## src/rtl/xor_share_arbiter.sv

```systemverilog
// Four-way round-robin arbiter feeding a single bit-serial XOR engine.
// One granted request is processed at a time: capture, WIDTH shift cycles, then hold the response.

module xor_gate (
  input  logic a,
  input  logic b,
  output logic y
);
  assign y = a ^ b;
endmodule

// state | meaning
// IDLE  | waiting for a request; grants one requester round-robin
// SHIFT | serial XOR, one bit per cycle for WIDTH cycles
// RESP  | result presented on rsp_* until the consumer accepts it
module xor_share_arbiter #(
  parameter int WIDTH = 8
) (
  input  logic                 clk,
  input  logic                 rst_n,
  input  logic [3:0]           req_valid,
  input  logic [4*WIDTH-1:0]   req_a,
  input  logic [4*WIDTH-1:0]   req_b,
  output logic [3:0]           req_ready,
  output logic                 rsp_valid,
  output logic [WIDTH-1:0]     rsp_data,
  output logic [1:0]           rsp_id,
  input  logic                 rsp_ready,
  output logic                 busy
);

  typedef enum logic [1:0] {
    IDLE  = 2'd0,
    SHIFT = 2'd1,
    RESP  = 2'd2
  } state_t;

  state_t           state, state_nxt;
  logic [1:0]       last_grant;
  logic [1:0]       gnt_id;
  logic [1:0]       scan_idx;
  logic             gnt_any;
  logic [1:0]       id_q;
  logic [WIDTH-1:0] op_a, op_b, res, res_nxt;
  logic [5:0]       cnt;
  logic             bit_x;
  logic             accept;
  logic             shift_done;

  // Search starts just past the last winner, so every requester gets a turn within four grants.
  always_comb begin
    gnt_id   = '0;
    gnt_any  = 1'b0;
    scan_idx = '0;
    for (int k = 1; k <= 4; k++) begin
      scan_idx = last_grant + 2'(k);
      if (!gnt_any && req_valid[scan_idx]) begin
        gnt_id  = scan_idx;
        gnt_any = 1'b1;
      end
    end
  end

  assign accept     = (state == IDLE) && gnt_any;
  assign shift_done = (cnt == 6'(WIDTH - 1));

  always_comb begin
    req_ready = '0;
    if (rst_n && state == IDLE && gnt_any) req_ready[gnt_id] = 1'b1;
  end

  xor_gate u_xor (
    .a (op_a[0]),
    .b (op_b[0]),
    .y (bit_x)
  );

  // Result bits enter from the MSB side so bit 0 lands at the LSB after WIDTH shifts.
  generate
    if (WIDTH == 1) begin : g_res_w1
      assign res_nxt = bit_x;
    end else begin : g_res_wn
      assign res_nxt = {bit_x, res[WIDTH-1:1]};
    end
  endgenerate

  always_comb begin
    state_nxt = state;
    case (state)
      IDLE:    if (gnt_any)    state_nxt = SHIFT;
      SHIFT:   if (shift_done) state_nxt = RESP;
      RESP:    if (rsp_ready)  state_nxt = IDLE;
      default:                 state_nxt = IDLE;
    endcase
  end

  always_ff @(posedge clk or negedge rst_n) begin
    if (!rst_n) begin
      state <= IDLE;
    end else begin
      state <= state_nxt;
    end
  end

  always_ff @(posedge clk or negedge rst_n) begin
    if (!rst_n) begin
      last_grant <= 2'd3;
      id_q       <= '0;
      op_a       <= '0;
      op_b       <= '0;
      res        <= '0;
      cnt        <= '0;
    end else if (accept) begin
      last_grant <= gnt_id;
      id_q       <= gnt_id;
      op_a       <= req_a[gnt_id*WIDTH +: WIDTH];
      op_b       <= req_b[gnt_id*WIDTH +: WIDTH];
      cnt        <= '0;
    end else if (state == SHIFT) begin
      res  <= res_nxt;
      op_a <= op_a >> 1;
      op_b <= op_b >> 1;
      cnt  <= cnt + 6'd1;
    end
  end

  assign rsp_valid = (state == RESP);
  assign rsp_data  = rsp_valid ? res  : '0;
  assign rsp_id    = rsp_valid ? id_q : '0;
  assign busy      = (state != IDLE);

endmodule

```

## config.mk

```make
export PLATFORM = sky130hd
export DESIGN_NAME = xor_share_arbiter
export DESIGN_NICKNAME = d
export VERILOG_FILES = /design/src/rtl/xor_share_arbiter.sv
export SDC_FILE = /design/constraint.sdc
export NUM_CORES = 1
export LEC_CHECK = 0
export ABC_CLOCK_PERIOD_IN_PS = 5700
export CAP_MARGIN = 20
export CORE_MARGIN = 8
export CORE_UTILIZATION = 48
export CTS_BUF_LIST = sky130_fd_sc_hd__clkbuf_2 sky130_fd_sc_hd__clkbuf_4 sky130_fd_sc_hd__clkbuf_8
export CTS_CLUSTER_SIZE = 30
export DETAILED_ROUTE_END_ITERATION = 6
export PLACE_DENSITY = 0.95
export SYNTH_ARGS = -nofsm -noshare
export SYNTH_HDL_FRONTEND = slang
export SYNTH_SLANG_ARGS = --single-unit
```

## constraint.sdc

```tcl
create_clock -name clk -period 5.7 [get_ports clk]
set_input_delay 1.425 -clock clk [delete_from_list [all_inputs] [get_ports clk]]
set_output_delay 1.425 -clock clk [all_outputs]
set_load 0.02 [all_outputs]
```

==> Implementation_results.wiki <==
{| class="wikitable"
! Metric !! Value
|-
| Setup TNS || 0 ns
|-
| Number of clock sinks || 36
|-
| Run status || finished, final reports clean
|-
| Via count || roughly 1900
|-
| CTS H-tree depth || 2
|-
| Area after detailed placement || 3030 sq um
|-
| Total power || 1.30 mW
|-
| Clock Tree Buf Depth || 2
|-
| Worst max-slew margin expressed relative to the limit || 0.303
|-
| Count of different cell masters after synthesis || 32
|-
| Worst Setup EP || req_ready[0]
|-
| Max Clock Freq || 200 MHz
|-
| TritonCTS clock tree || done
|-
| Root cell of the clock tree || clkbuf_8
|-
| First-pass GRT wire length || 9.55 mm
|-
| Number of vias per cell after detailed routing || 5.69
|-
| CP max FO || 17
|-
| Number of warnings issued by yosys || 0
|-
| Most common cell after layout, fill and taps aside || clkdlybuf4s50_1
|-
| Layout fillers || 290
|-
| Crit share post-route || 0.877
|-
| Number of hold buffers added after cts || 0
|-
| Syn Nets || 267
|-
| Synthesized area divided by synthesized cell count || ~11 sq um
|-
| TritonCTS Buffers || 5
|-
| Post-route DRC || 0
|-
| Time the final worst path needs with I/O delays and setup || 5.00 ns
|-
| Most used cells in the layout excluding fill and tap cells || clkdlybuf4s50_1 (85), nand2_1 (34), dfrtp_1 (34)
|-
| GRT Resource Usage Total || 0.166
|-
| Initial antenna violation count || 0
|-
| Initial cell density of the core || 0.496
|-
| Max cap viols || 0
|-
| Number of synthesized register bits || 36
|-
| Total count of max-transition violations in the final report || 0
|-
| DRT iter0 DRCs || 141
|-
| Synth area leaders || dfrtp_1 (40%), mux4_1 (9.8%), mux4_2 (8.4%)
|-
| Static Leakage || 1.42 nW
|-
| Number of placement rows || 24
|-
| Grt total ovfl || 0
|-
| Final Setup Violations || 0
|-
| Largest area contributor in the netlist || dfrtp_1
|-
| RSZ-0062 raised after global routing || false
|-
| TritonRoute pass-1 iters || 4
|-
| Area overhead of the layout relative to synthesis || 46.1%
|-
| Number of global-route vias before repair || 2079
|-
| Beginning of the critical path || req_valid[1]
|-
| Worst reg2reg path endpoint || op_a[0]$_DFFE_PN0P_
|-
| Aggregate routed wire length || 5.57 mm
|-
| Number of top-level pins || 87
|-
| Fraction of the yosys area taken by sequential cells || 0.421
|-
| Setup bufs post-CTS || 0
|-
| Net count of the finished layout || 352
|-
| Critical path arrival || 3.57 ns
|-
| Die footprint || 6860 sq um
|-
| Detail-routed net length per standard cell || 16.7 um
|-
| Crit start category || input port
|-
| Skew final || 0.00317 ns
|-
| Quantity of I/O buffers inserted on ports || 86
|-
| Clock Pin Slew Worst Setup and Hold Paths || 0.07 ns
|-
| Placed wire-length estimate after detailed placement || ~4.3 mm
|-
| Fin area || 3130 sq um
|-
| Global placer's final weighted congestion || 0.799
|-
| CP required || 4.28 ns
|-
| Insertion delay to the later sink of the worst-skew pair || ~0.29 ns
|-
| Netlist area before placement || 2140 sq um
|-
| Power density of the placed cells || 415 nW/um^2
|-
| Die extent in y || approximately 83 um
|-
| Total count of hold-check failures in the final report || 0
|-
| Type of element capturing the critical path || output pin
|-
| Worst Max-Slew Pin Slew || 1.04 ns
|-
| Area share of the largest cell type after synthesis || 0.397
|-
| Reg2Reg Setup Slack || approximately 3.4 ns
|-
| Start-to-end type of the worst setup path || input port to output pin
|-
| Worst min path class || register to register
|-
| DIE WIDTH || roughly 83 um
|-
| Reg2reg start || last_grant[0]$_DFFE_PN1P_
|-
| Antenna diode instance count || 0
|-
| Post-cts resize count || 0
|-
| Standard cell core area || 4320 sq um
|-
| Highest ir drop seen on vdd || 0.260 mV
|-
| Share of cells above drive strength 1 || 0.0996
|-
| Number of cells produced by synthesis || between 150 and 200
|-
| Maximum number of pins on one net before global-route repair || 37
|-
| Worst reg-to-reg path cell count || 6
|-
| Count of nets left with antenna violations after detail routing || 0
|}
[layer usage]
metal  GRT usage  vias to the layer above  share of wire
li1            -                      882              -
met1       0.173                      914           0.37
met2       0.273                       87           0.50
met3      0.0762                       12          0.098
met4      0.0879                        0          0.026
met5           0                        -              0
[sequential cells by signal, indices dropped and copies added (netlist names)]
signal	count
cnt	6
op_b	8
id_q	2
last_grant	2
op_a	8
state	2
res	8
[area by class of cell]
class / instances / area (sq um) / area share
clock buffer: 8 / 97.6 / 0.0312
inverter: 3 / 11.3 / 0.00360
multi-input combinational: 144 / 1170 / 0.373
sequential: 36 / 903 / 0.288
tap: 52 / 65.1 / 0.0208
timing repair buffer: 90 / 886 / 0.283
[cells by family after synthesis]
family / after synthesis / share of synthesized area
xor gates and xnor gates: 4 / 0.0163
AOI/OAI and AO/OA: 48 / 0.172
and+or+nand+nor: 75 / 0.168
muxes: 16 / 0.182
DFF: 36 / 0.421
buffers and inverters: 15 / 0.0344
adders and majority gates: 1 / 0.00584
[worst min-delay path by stage]
| stage | startpoint | end | slack (ns) | cells past startpoint |
|---|---|---|---|---|
| finish | res[0]$_DFFE_PN0P_ | res[0]$_DFFE_PN0P_ | 0.47 | 2 |
| global route | res[6]$_DFFE_PN0P_ | res[5]$_DFFE_PN0P_ | 0.52 | 2 |
| CTS | res[0]$_DFFE_PN0P_ | res[0]$_DFFE_PN0P_ | 0.48 | 2 |
| detailed placement | res[0]$_DFFE_PN0P_ | res[0]$_DFFE_PN0P_ | 0.46 | 2 |
| global placement | res[0]$_DFFE_PN0P_ | res[0]$_DFFE_PN0P_ | 0.45 | 2 |
| floorplan | res[0]$_DFFE_PN0P_ | res[0]$_DFFE_PN0P_ | 0.44 | 2 |
[metrics by stage]
stage / utilization / cells / worst slack (ns) / hold slack (ns)
after CTS: 0.724 / 333 / 0.678 / 0.480
final: 0.724 / 333 / 0.703 / 0.471
after global routing: 0.724 / 333 / 0.484 / 0.516
after floorplan: - / 195 / 1.23 / 0.437
after detailed placement: 0.702 / 325 / 0.689 / 0.463
after global placement: 0.702 / 325 / 0.798 / 0.451
[cell usage after synthesis (all sizes together)]
master and n:
dfrtp 34, nand2 34, a21o 17, mux4 16, a22o 15, nor2 11
o21ai 11, and2 10, clkbuf 10, nand3 5, and3 3, inv 3
nor2b 3, xor2 3, a21oi 2, buf 2, dfstp 2, nand2b 2
nor3b 2, a211o 1, a221oi 1, a31oi 1, ha 1, nand3b 1
nor3 1, nor4 1, or2 1, or2b 1, xnor2 1
[report_power, final]
part	total (mW)	switching (mW)	leakage [nW]	internal, mW
clock network	0.193	0.0850	0.0523	0.108
registers	0.465	0.0822	0.445	0.383
logic	0.641	0.308	0.921	0.333
[worst max-delay path: stages]
cell and delay, ns:
clkdlybuf4s50_1 0.51, nor2b_1 0.23, a221oi_2 0.13, buf_4 0.22, nand3b_1 0.20, nor3b_1 0.22
clkdlybuf4s50_1 0.63
No activity file was read; power rests on OpenSTA's default activity.
